--- src/rtl/pattern_stream_pkg.sv ---
// Shared definitions for the pattern stream controller: default widths and
// the sequencer state encoding.
package pattern_stream_pkg;

    // Default width of the row and gap counters.
    localparam int unsigned CNT_W_DEF = 16;

    // Default width of the FIFO read-side word count.
    localparam int unsigned LVL_W_DEF = 13;

    // Sequencer states.
    typedef enum logic [2:0] {
        IDLE      = 3'd0,
        WAIT_DATA = 3'd1,
        STREAM    = 3'd2,
        GAP       = 3'd3,
        DONE      = 3'd4
    } state_e;

endpackage

--- src/rtl/pattern_stream_gap_timer.sv ---
// Loadable down-counter with a zero flag, used to time the idle gap
// between patterns. A load takes priority over a decrement, and the
// counter saturates at zero.
module gap_timer #(
    parameter int unsigned W = 16
) (
    input  logic         clk,
    input  logic         reset,
    input  logic         load_i,
    input  logic [W-1:0] load_val_i,
    input  logic         dec_i,
    output logic         zero_o
);

    logic [W-1:0] count_q;
    logic [W-1:0] count_d;

    // Next count: load wins, otherwise count down until zero.
    always_comb begin
        count_d = count_q;
        if (load_i) begin
            count_d = load_val_i;
        end else if (dec_i && (count_q != '0)) begin
            count_d = count_q - 1'b1;
        end
    end

    // Count register.
    always_ff @(posedge clk or posedge reset) begin
        if (reset) begin
            count_q <= '0;
        end else begin
            count_q <= count_d;
        end
    end

    assign zero_o = (count_q == '0);

endmodule

--- src/rtl/pattern_stream_ctrl.sv ---
// Pattern stream controller: waits until the output FIFO holds a full
// pattern, streams it out one word per cycle (stalling while the FIFO is
// empty), idles for a programmable gap and repeats for num_pat patterns.
module pattern_stream_ctrl
    import pattern_stream_pkg::*;
#(
    parameter int unsigned CNT_W = CNT_W_DEF,
    parameter int unsigned LVL_W = LVL_W_DEF
) (
    input  logic             clk,
    input  logic             reset,
    input  logic             start,
    input  logic             abort,
    input  logic [31:0]      num_pat,
    input  logic [CNT_W-1:0] rows_per_pat,
    input  logic [CNT_W-1:0] gap_cycles,
    input  logic             fifo_empty,
    input  logic [LVL_W-1:0] fifo_rd_count,
    output logic             stream_en,
    output logic             pat_start,
    output logic [31:0]      pat_cnt,
    output logic             busy,
    output logic             done,
    output logic             underflow,
    output logic             cfg_err
);

    // Common width for comparing the FIFO level against the row count.
    localparam int unsigned CMP_W = (CNT_W > LVL_W) ? CNT_W : LVL_W;

    state_e           state_q,     state_d;
    logic [31:0]      num_pat_q,   num_pat_d;
    logic [CNT_W-1:0] rows_q,      rows_d;
    logic [CNT_W-1:0] gap_q,       gap_d;
    logic [CNT_W-1:0] row_cnt_q,   row_cnt_d;
    logic [31:0]      pat_cnt_q,   pat_cnt_d;
    logic             underflow_q, underflow_d;
    logic             cfg_err_q,   cfg_err_d;

    logic             stream_rd;
    logic             last_read;
    logic [31:0]      pat_cnt_inc;
    logic [CMP_W-1:0] lvl_ext;
    logic [CMP_W-1:0] rows_ext;
    logic             timer_load;
    logic             timer_dec;
    logic             timer_zero;

    // A word is read whenever we are streaming and the FIFO has data.
    assign stream_rd   = (state_q == STREAM) && !fifo_empty;
    assign last_read   = stream_rd && (row_cnt_q == (rows_q - 1'b1));
    assign pat_cnt_inc = pat_cnt_q + 32'd1;
    assign lvl_ext     = CMP_W'(fifo_rd_count);
    assign rows_ext    = CMP_W'(rows_q);

    gap_timer #(
        .W(CNT_W)
    ) u_gap_timer (
        .clk        (clk),
        .reset      (reset),
        .load_i     (timer_load),
        .load_val_i (gap_q - 1'b1),
        .dec_i      (timer_dec),
        .zero_o     (timer_zero)
    );

    // Next-state, counter and flag logic; abort overrides everything else
    // and leaves the counters and flags untouched.
    always_comb begin
        state_d     = state_q;
        num_pat_d   = num_pat_q;
        rows_d      = rows_q;
        gap_d       = gap_q;
        row_cnt_d   = row_cnt_q;
        pat_cnt_d   = pat_cnt_q;
        underflow_d = underflow_q;
        cfg_err_d   = cfg_err_q;
        timer_load  = 1'b0;
        timer_dec   = 1'b0;

        if (abort) begin
            state_d = IDLE;
        end else begin
            unique case (state_q)
                IDLE: begin
                    if (start) begin
                        if (rows_per_pat == '0) begin
                            cfg_err_d = 1'b1;
                        end else begin
                            num_pat_d   = num_pat;
                            rows_d      = rows_per_pat;
                            gap_d       = gap_cycles;
                            row_cnt_d   = '0;
                            pat_cnt_d   = '0;
                            underflow_d = 1'b0;
                            cfg_err_d   = 1'b0;
                            state_d     = (num_pat == '0) ? DONE : WAIT_DATA;
                        end
                    end
                end

                WAIT_DATA: begin
                    if (lvl_ext >= rows_ext) begin
                        row_cnt_d = '0;
                        state_d   = STREAM;
                    end
                end

                STREAM: begin
                    if (fifo_empty) begin
                        underflow_d = 1'b1;
                    end else if (last_read) begin
                        pat_cnt_d = pat_cnt_inc;
                        row_cnt_d = '0;
                        if (pat_cnt_inc == num_pat_q) begin
                            state_d = DONE;
                        end else if (gap_q == '0) begin
                            state_d = WAIT_DATA;
                        end else begin
                            timer_load = 1'b1;
                            state_d    = GAP;
                        end
                    end else begin
                        row_cnt_d = row_cnt_q + 1'b1;
                    end
                end

                GAP: begin
                    if (timer_zero) begin
                        state_d = WAIT_DATA;
                    end else begin
                        timer_dec = 1'b1;
                    end
                end

                DONE: begin
                    state_d = IDLE;
                end

                default: begin
                    state_d = IDLE;
                end
            endcase
        end
    end

    // State, latched configuration, counters and sticky flags.
    always_ff @(posedge clk or posedge reset) begin
        if (reset) begin
            state_q     <= IDLE;
            num_pat_q   <= '0;
            rows_q      <= '0;
            gap_q       <= '0;
            row_cnt_q   <= '0;
            pat_cnt_q   <= '0;
            underflow_q <= 1'b0;
            cfg_err_q   <= 1'b0;
        end else begin
            state_q     <= state_d;
            num_pat_q   <= num_pat_d;
            rows_q      <= rows_d;
            gap_q       <= gap_d;
            row_cnt_q   <= row_cnt_d;
            pat_cnt_q   <= pat_cnt_d;
            underflow_q <= underflow_d;
            cfg_err_q   <= cfg_err_d;
        end
    end

    // stream_en follows the state register directly, so an asynchronous
    // reset drops it immediately.
    assign stream_en = stream_rd;
    assign pat_start = stream_rd && (row_cnt_q == '0);
    assign pat_cnt   = pat_cnt_q;
    assign busy      = (state_q != IDLE);
    assign done      = (state_q == DONE);
    assign underflow = underflow_q;
    assign cfg_err   = cfg_err_q;

endmodule

--- config.mk ---
export PLATFORM = sky130hd
export DESIGN_NAME = pattern_stream_ctrl
export DESIGN_NICKNAME = d
export VERILOG_FILES = /design/src/rtl/pattern_stream_pkg.sv /design/src/rtl/pattern_stream_gap_timer.sv /design/src/rtl/pattern_stream_ctrl.sv
export SDC_FILE = /design/constraint.sdc
export NUM_CORES = 1
export LEC_CHECK = 0
export ABC_AREA = 0
export BUFFER_PORTS_ARGS = -buffer_cell sky130_fd_sc_hd__buf_2
export CAP_MARGIN = 20
export CELL_PAD_IN_SITES_DETAIL_PLACEMENT = 1
export CELL_PAD_IN_SITES_GLOBAL_PLACEMENT = 1
export CORE_ASPECT_RATIO = 0.7
export CORE_MARGIN = 2
export CORE_UTILIZATION = 45
export DETAILED_ROUTE_END_ITERATION = 8
export PLACE_DENSITY_LB_ADDON = 0.1
export SLEW_MARGIN = 30
export SYNTH_ARGS = -nofsm -noshare
export SYNTH_HDL_FRONTEND = slang
export SYNTH_SLANG_ARGS = --single-unit
--- constraint.sdc ---
create_clock -name clk -period 6.6 [get_ports clk]
set_clock_uncertainty 0.05 [all_clocks]
set_input_delay 0.99 -clock clk [delete_from_list [all_inputs] [get_ports clk]]
set_output_delay 0.99 -clock clk [all_outputs]
set_load 0.02 [all_outputs]
==> qor.yml <==
start_util_pct: 46.1
cts-resized-gates: 0
grt_pass1_vias: 7986
dr.pass1.iters: 6
synth_top_area_share_pct: 38.2
synth.yosys.seq_area_share_pct: 38.2
hold_ws_ns: 0.481
die_area_um2: 20500
synth_cell_types: 70
status: "completed"
cts_buffer_depth: 2
max_stage_delay_ns: 0.69
gp_congestion: 0.902
multi_input_area_um2: 5070
place_ws_ns: 0.704
numCtsBuffers: 17
setup_slack_ns: 0.646
synth_seq_cells: 133
fin_setup_tns_ns: 0
final_common_cell: "dfrtp_1"
hold_viol: 0
fin_crit_sh_pct: 90.2
postSynthCellCount: 948
hold_end: "underflow"
worst-path-max-fanout: 30
setup_viol: 0
regArea_um2: 3330
reg2reg_depth: 16
avgSynthCellArea_um2: 9.19
antenna_found_initial: 0
path_delay_family: "simple AND/OR/NAND/NOR gates"
rows: 42
power_per_cell_area_nw_per_um2: 367
fin_nets: 1139
timing.rr.end: "u_gap_timer.count_q[12]"
crit_slowest_cell: "nor4_1"
dpl.hpwl_um: 21100
syn-cell-area_um2: 8710
synth_nets: 1048
clk_latency_ns: 0.43
routedWlPerCell_um: 22.2
required_ns: 6.91
holdBufCountCts: 0
path_class: "reg2reg"
grt_usage_pct: 28.9
pin_count: 120
p_leak_nw: 4.35
h-tree-depth: 4
cts_tree: "built"
ys_warn_count: 0
yosysTopAreaCell: "dfrtp_1"
min_path_type: "reg2reg"
synth_area_leaders: "dfrtp_1 38%, mux2_2 8.5%, o21ai_0 4.2%"
die_y_um: 120
cpMostUsedCell: "or3_1"
tightest_slew_ns: 0.903
clkSinkCount: 133
die_w_um: 170
vias: 7993
ctsRootBufferMaster: "clkbuf_16"
grt_pass1_wl_um: 45700
syn2layout_area_growth_pct: 15.4
n_antenna_cell: 0
clkTransAtPathRegs_ns: 0.07
cts_setup_buffers: 0
hold_start: "underflow"
grt_max_degree: 71
fmax_ghz: 0.168
maxCapViolCount: 0
rrSetupSlack_ns: 0.65
drt_iter0_drc: 616
critPathArrivalTime_ns: 6.26
r2r-start: "pat_cnt[3]"
fin_crit_ns: 5.95
rsz0062_at_grt: "no"
min_path_cells: 2
drc: 0
slew_violations: 0
portBuffers: 119
crit_buf_inv: 0
gr-total-overflow: 0
cp-end-kind: "register"
fillerInstances: 2220
cp_cell_sequence: "nand4_1, nor4_1, and2_1, a31oi_1, or4_1, nor4_4, or3b_4, mux2i_1, ha_1, nand2_1, or3_1, or3_1, or3_1, a211oi_1, a211oi_1, a21oi_1"
crit_path_start_kind: "register"
synthArstFlopShare_pct: 100
totalWireLength_um: 28700
synth_edf_count: 0
yosys_most_used_dff: "dfrtp_1"
power_mw: 3.69
drive_above_1_share_pct: 23.6
vdd_drop_max_mv: 0.195
vias_per_cell: 6.18
ant_nets: 0
final_cell_mix: "133 x dfrtp_1, 119 x buf_2, 73 x o21ai_0"
coreArea_um2: 18900
maxSlewHeadroom_pct: 39.1
-- state kept, by name, indices dropped and copies added (netlist names) --
name,count
u_gap_timer.count_q,16
state_q,3
num_pat_q,32
rows_ext,16
pat_cnt,32
row_cnt_q,16
underflow,1
cfg_err,1
gap_q,16
-- metrics by stage --
stage               cells  utilization [%]  cell area [µm²]
floorplan             948                -             8710
global placement     1262             50.0             9460
detailed placement   1262             50.0             9460
CTS                  1294             53.2            10100
global route         1294             53.2            10100
finish               1294             53.2            10100
-- where the power goes --
| part | total [mW] | switching (mW) | internal, mW |
|---|---|---|---|
| clock | 0.987 | 0.421 | 0.566 |
| combinational | 1.33 | 0.712 | 0.615 |
| sequential | 1.37 | 0.328 | 1.04 |
| total | 3.69 | 1.46 | 2.23 |
-- synth_stat cells, drive strengths merged (14+ instances only) --
cell,count
xor2,35
mux2,66
clkbuf,46
nor4,31
nand2,56
inv,22
a211oi,15
a21oi,40
nor3,22
and3,20
nand3,37
nor2,55
o21ai,75
xnor2,38
o31ai,29
or4,16
or3,19
nand4,20
nand2b,14
ha,18
dfrtp,133
-- cells by family after synthesis --
group	Yosys count	synth area share, %
compound gates	227	16.8
xor+xnor	73	7.34
fa+ha+maj	18	2.58
buf+inv	80	3.82
flops	133	38.2
mux	73	9.33
simple gates	344	22.0
-- worst max path at each step --
stage / startpoint / end / cells after the start
after global routing: pat_cnt[3] / u_gap_timer.count_q[12] / 16
after detailed placement: rows_ext[0] / u_gap_timer.count_q[14] / 19
final: pat_cnt[3] / u_gap_timer.count_q[12] / 16
after global placement: rows_ext[0] / u_gap_timer.count_q[14] / 19
after floorplan: rows_ext[0] / u_gap_timer.count_q[14] / 24
after CTS: rows_ext[0] / u_gap_timer.count_q[12] / 18
-- final cells by class --
type	instances	share of cell area [%]
clock buffer	17	4.23
clock inverter	15	1.70
inverter	22	0.871
multi-input combinational	735	50.4
sequential	133	33.1
tap	242	3.01
timing repair buffer	130	6.74
-- layer usage --
| metal | GRT usage, % | routed length [µm] | vias up |
|---|---|---|---|
| met1 | 45.3 | 14700 | 3962 |
| met4 | 7.64 | 457 | 0 |
| li1 | - | - | 3731 |
| met3 | 5.43 | 1820 | 36 |
| met2 | 40.3 | 11700 | 264 |
| met5 | 0 | 0 | - |
-- worst min-delay path: cells and delay by family (launching register included) --
family / cells / cell delay, ns
AO/OA/AOI/OAI: 1 / 0.07
AND/OR/NAND/NOR: 1 / 0.06
flip-flops: 1 / 0.36
No activity file was read; power rests on OpenSTA's default activity.
